===== config.mk =====
export PLATFORM = sky130hd
export DESIGN_NAME = rr_arb_enc4
export DESIGN_NICKNAME = d
export VERILOG_FILES = /design/src/rtl/rr_arb_enc4_pkg.sv /design/src/rtl/rr_arb_enc4_next_idx.sv /design/src/rtl/rr_arb_enc4.sv
export SDC_FILE = /design/constraint.sdc
export NUM_CORES = 1
export LEC_CHECK = 0
export ABC_AREA = 1
export CORE_MARGIN = 3
export CORE_UTILIZATION = 55
export DETAILED_ROUTE_END_ITERATION = 8
export PLACE_DENSITY = 0.79
export SLEW_MARGIN = 25
export SYNTH_ARGS = -nofsm -noshare
export SYNTH_HDL_FRONTEND = slang
export SYNTH_SLANG_ARGS = --single-unit

===== constraint.sdc =====
create_clock -name i_clk -period 4.7 [get_ports i_clk]
set_clock_uncertainty 0.2 [all_clocks]
set_input_delay 1.41 -clock i_clk [delete_from_list [all_inputs] [get_ports i_clk]]
set_output_delay 1.41 -clock i_clk [all_outputs]
set_load 0.01 [all_outputs]

===== src/rtl/rr_arb_enc4_pkg.sv =====
// Shared types and constants for the 4-requester round-robin arbiter
// that drives the 2-to-4 grant decoder.
package arb_pkg;

    localparam int NREQ  = 4;
    localparam int IDX_W = $clog2(NREQ);

    typedef enum logic {IDLE, GRANT} arb_state_t;
    typedef logic [IDX_W-1:0] idx_t;

endpackage


===== src/rtl/rr_arb_enc4_next_idx.sv =====
// Combinational round-robin pick: the first set request after i_ptr, searched
// cyclically, so i_ptr itself is the lowest-priority candidate.
module rr_next_idx
    import arb_pkg::*;
(
    input  logic [NREQ-1:0] i_req,
    input  idx_t            i_ptr,
    output logic            o_found,
    output idx_t            o_idx
);

    idx_t w_cand;

    // Walk from the farthest candidate to the nearest so the nearest hit is the one that sticks.
    always_comb begin
        o_found = 1'b0;
        o_idx   = '0;
        w_cand  = '0;
        for (int i = NREQ; i >= 1; i--) begin
            w_cand = i_ptr + idx_t'(i);
            if (i_req[w_cand]) begin
                o_found = 1'b1;
                o_idx   = w_cand;
            end
        end
    end

endmodule


===== src/rtl/rr_arb_enc4.sv =====
// Round-robin arbiter for 4 requesters with hold timeout; the registered
// grant index feeds the decoder select lines and is qualified by o_gnt_vld.
module rr_arb_enc4
    import arb_pkg::*;
#(
    parameter int MAX_HOLD = 16,
    parameter int CNT_W    = 5
) (
    input  logic            i_clk,
    input  logic            i_rst,
    input  logic [NREQ-1:0] i_req,
    input  logic            i_done,
    output logic            o_gnt_vld,
    output idx_t            o_gnt_idx,
    output logic            o_timeout
);

    localparam logic [CNT_W-1:0] HOLD_LAST = (MAX_HOLD == 0) ? '0 : CNT_W'(MAX_HOLD - 1);
    localparam logic [CNT_W-1:0] CNT_MAX   = '1;
    localparam idx_t             PTR_RST   = idx_t'(NREQ - 1);

    arb_state_t       r_state;
    logic             r_gnt_vld;
    idx_t             r_gnt_idx;
    idx_t             r_last_ptr;
    logic [CNT_W-1:0] r_hold_cnt;
    logic             r_timeout;

    arb_state_t       w_state_nxt;
    logic             w_vld_nxt;
    idx_t             w_idx_nxt;
    idx_t             w_last_nxt;
    logic [CNT_W-1:0] w_cnt_nxt;
    logic             w_to_nxt;

    idx_t             w_ptr;
    logic             w_found;
    idx_t             w_pick;
    logic             w_owner_req;
    logic             w_hold_exp;
    logic             w_release;

    // While granted, the current owner is the rotation point, so it re-enters last.
    assign w_ptr       = (r_state == GRANT) ? r_gnt_idx : r_last_ptr;
    assign w_owner_req = i_req[r_gnt_idx];
    assign w_hold_exp  = (MAX_HOLD != 0) && (r_hold_cnt == HOLD_LAST);
    assign w_release   = i_done | ~w_owner_req | w_hold_exp;

    rr_next_idx u_next_idx (
        .i_req   (i_req),
        .i_ptr   (w_ptr),
        .o_found (w_found),
        .o_idx   (w_pick)
    );

    always_comb begin
        w_state_nxt = r_state;
        w_vld_nxt   = r_gnt_vld;
        w_idx_nxt   = r_gnt_idx;
        w_last_nxt  = r_last_ptr;
        w_cnt_nxt   = r_hold_cnt;
        w_to_nxt    = 1'b0;
        case (r_state)
            IDLE: begin
                if (w_found) begin
                    w_state_nxt = GRANT;
                    w_vld_nxt   = 1'b1;
                    w_idx_nxt   = w_pick;
                    w_cnt_nxt   = '0;
                end
            end
            GRANT: begin
                if (w_release) begin
                    w_last_nxt = r_gnt_idx;
                    // Only a purely counter-driven release is reported as a timeout.
                    w_to_nxt   = w_hold_exp & ~i_done & w_owner_req;
                    if (w_found) begin
                        w_idx_nxt = w_pick;
                        w_cnt_nxt = '0;
                    end else begin
                        w_state_nxt = IDLE;
                        w_vld_nxt   = 1'b0;
                    end
                end else if (r_hold_cnt != CNT_MAX) begin
                    w_cnt_nxt = r_hold_cnt + 1'b1;
                end
            end
            default: begin
                w_state_nxt = IDLE;
            end
        endcase
    end

    always_ff @(posedge i_clk or posedge i_rst) begin
        if (i_rst) begin
            r_state    <= IDLE;
            r_gnt_vld  <= 1'b0;
            r_gnt_idx  <= '0;
            r_last_ptr <= PTR_RST;
            r_hold_cnt <= '0;
            r_timeout  <= 1'b0;
        end else begin
            r_state    <= w_state_nxt;
            r_gnt_vld  <= w_vld_nxt;
            r_gnt_idx  <= w_idx_nxt;
            r_last_ptr <= w_last_nxt;
            r_hold_cnt <= w_cnt_nxt;
            r_timeout  <= w_to_nxt;
        end
    end

    assign o_gnt_vld = r_gnt_vld;
    assign o_gnt_idx = r_gnt_idx;
    assign o_timeout = r_timeout;

endmodule


==> reports/metrics.csv <==
stage,metric,value,unit
floorplan,rows,14,
run_status,status,"finished, final reports clean",
synth,netlist_instances,134,
floorplan,io_pins,11,
critical_path,required,3.09,ns
timing,fin_crit,2.99,ns
timing,post-route-period-util,0.635,
placement,io_buffers,10,
drt,drt_iter0_drc,19,
drt,drtPass1Iterations,4,
synth,synth_area_leader_cell,dfrtp_1,
floorplan,initial_core_util,0.606,
clock_tree,clk_latency,0.28,ns
clock_tree,cts_resized,0,
global_route,grt_use_total,0.186,
critical_path,r2r_start,r_hold_cnt[0],
global_route,antenna_found_initial,0,
placement,gp_congestion,0.829,
clock_tree,cts_tree,yes,
placement,place_ws,1.54,ns
finish,antennaDiodeCount,0,
critical_path,cp_top_family,buffers and inverters,
critical_path,critPathArrivalTime,1.38,ns
clock_tree,clk_pin_slew,0.07,ns
floorplan,die_h,47.4,microns
critical_path,max_stage_delay,0.60,ns
timing,finalHoldViolations,0,
finish,drive_above_1_share,0.218,
finish,area_growth,14.3,%
floorplan,dieArea,2250,sq um
timing,layout_setup_ws,1.71,ns
clock_tree,ctsRootBufferMaster,clkbuf_4,
global_route,grt_max_degree,13,
critical_path,slowest_stage,clkdlybuf4s50_1,
drt,routed_wl,1.81,mm
timing,rsz0062_at_grt,no,
critical_path,cp_max_fo,8,
clock_tree,cts.sinks,12,
synth,syn_nets,144,
min_path,worstHoldEndpoint,r_last_ptr[1],
min_path,min_path_type,flop to flop,
floorplan,die_x,47.4,microns
synth,ys_types,23,
placement,place_hpwl,1.49,mm
drt,avgViaCountPerCell,4.97,
timing,finalSetupViolCount,0,
clock_tree,cts_hold_buf,0,
critical_path,endpoint_kind,output port,
placement,dpl_cell_area,1050,sq um
timing,worst_pin_slew,0.455,ns
synth,ys.warnings.count,0,
critical_path,cp-start-kind,flop,
timing,maxSlewViolCount,0,
critical_path,timing.reg2reg.setup_slack,2.68,ns
power_and_ir_drop,power_density,773,nW/um^2
finish,final_area,1080,sq um
power_and_ir_drop,p_leak,0.560,nW
power_and_ir_drop,peakVddDrop,0.462,mV
flow_run,max-cap-violations,0,
drt,vias,810,
timing,relSlewSlack,0.697,
synth,yosysTopAreaCellShare,0.265,
drt,drc,0,
critical_path,rr_endpoint,r_hold_cnt[4],
global_route,grt_pass1_wl,2.90,mm
clock_tree,cts_setup_buffers,0,
clock_tree,cts_buffers,3,
drt,wl_per_cell,11.1,microns
timing,setup_tns,0,ns
critical_path,crit_buf_inv,1,
synth,syn_area,945,sq um
synth,synth_seq_cells,12,
drt,drtAntennaViolNets,0,
clock_tree,h-tree-depth,1,
critical_path,path_class,flop to output port,
critical_path,crit_chain,clkdlybuf4s50_1,
finish,final_nets,158,
min_path,min_from,r_last_ptr[1],
critical_path,r2r_cells,10,
power_and_ir_drop,finalPower,0.834,mW
synth,syn_area_per_cell,7.05,sq um
global_route,overflow,0,
floorplan,core_area,1560,sq um
synth,seq_area_frac_synth,0.321,
timing,fmax,335,MHz
clock_tree,clk_path_buf_depth,2,
global_route,grt_pass1_vias,704,
synth,synth_area_leaders,"dfrtp_1, nand2_1, inv_1",
min_path,holdPathStages,2,
[placed cells by master (no fill, tap or decap), types with 2 or more instances in the layout]
master / count
dfrtp_1: 10
clkdlybuf4s50_1: 10
dfstp_2: 2
nand2_1: 46
nand3_1: 11
a21oi_2: 2
inv_2: 3
nand2_2: 9
inv_1: 15
nand2_4: 5
ha_1: 3
o21ai_0: 5
clkbuf_4: 3
nor2_1: 9
nand3_2: 2
o21ai_2: 3
[layer usage]
layer  track usage  vias up  share of wire
li1              -      445              -
met1         0.247      351           0.52
met2         0.286       10           0.43
met3        0.0564        4          0.034
met4        0.0663        0          0.017
met5             0        -              0
[Yosys cell counts (all sizes together)]
master / count
nor2: 10
nand3: 14
o211ai: 1
o21ai: 9
a21oi: 3
dfstp: 2
nand4: 1
buf: 1
nand2: 60
dfrtp: 10
inv: 19
ha: 3
xor2: 1
[layout make-up]
class | instances | area (sq um)
inverter | 19 | 73.8
sequential | 12 | 303
clock buffer | 4 | 26.3
fill | 129 | 479
multi-input combinational | 102 | 557
timing repair buffer | 10 | 100
tap | 16 | 20.0
[worst register-to-register path, stage by stage (launching register included)]
cell     delay [ns]
dfrtp_1        0.43
ha_1           0.23
nand2_1        0.10
nor2_1         0.07
ha_1           0.20
inv_1          0.09
nand3_1        0.11
nor2_1         0.15
nand2_1        0.15
nand3_1        0.11
o21ai_0        0.07
[power breakdown]
part,switching [mW],internal (mW),leakage [nW],total [mW]
Clock,0.0357,0.0330,0.0150,0.0687
Sequential,0.0468,0.144,0.146,0.191
Combinational,0.367,0.208,0.399,0.575
Total,0.450,0.385,0.560,0.834
[worst max path at each step]
| stage | from | cells past startpoint | endpoint |
|---|---|---|---|
| final | o_gnt_idx[0] | 1 | o_gnt_idx[0] |
| after global routing | i_req[1] | 9 | r_hold_cnt[2] |
| after CTS | o_gnt_idx[0] | 1 | o_gnt_idx[0] |
| after detailed placement | i_req[1] | 9 | r_hold_cnt[2] |
| after global placement | i_req[1] | 10 | r_hold_cnt[4] |
| after floorplan | i_req[1] | 9 | r_hold_cnt[4] |
[cells by family after synthesis]
logic type      share of synthesized area
compound gates                     0.0914
buf+inv                            0.0901
fa+ha+maj                          0.0397
xor+xnor                          0.00927
flops                               0.321
simple gates                        0.449
[state kept, by name, indices dropped and copies added (netlist names)]
signal	count
o_gnt_idx	2
r_last_ptr	2
o_timeout	1
r_state	1
o_gnt_vld	1
r_hold_cnt	5
[through the flow]
stage / hold slack (ns) / util / std cells
after global routing: 0.334 / 0.693 / 163
after detailed placement: 0.291 / 0.676 / 159
after floorplan: 0.268 / - / 134
after CTS: 0.303 / 0.693 / 163
final: 0.303 / 0.693 / 163
after global placement: 0.279 / 0.676 / 159
No activity file was read; power rests on OpenSTA's default activity.
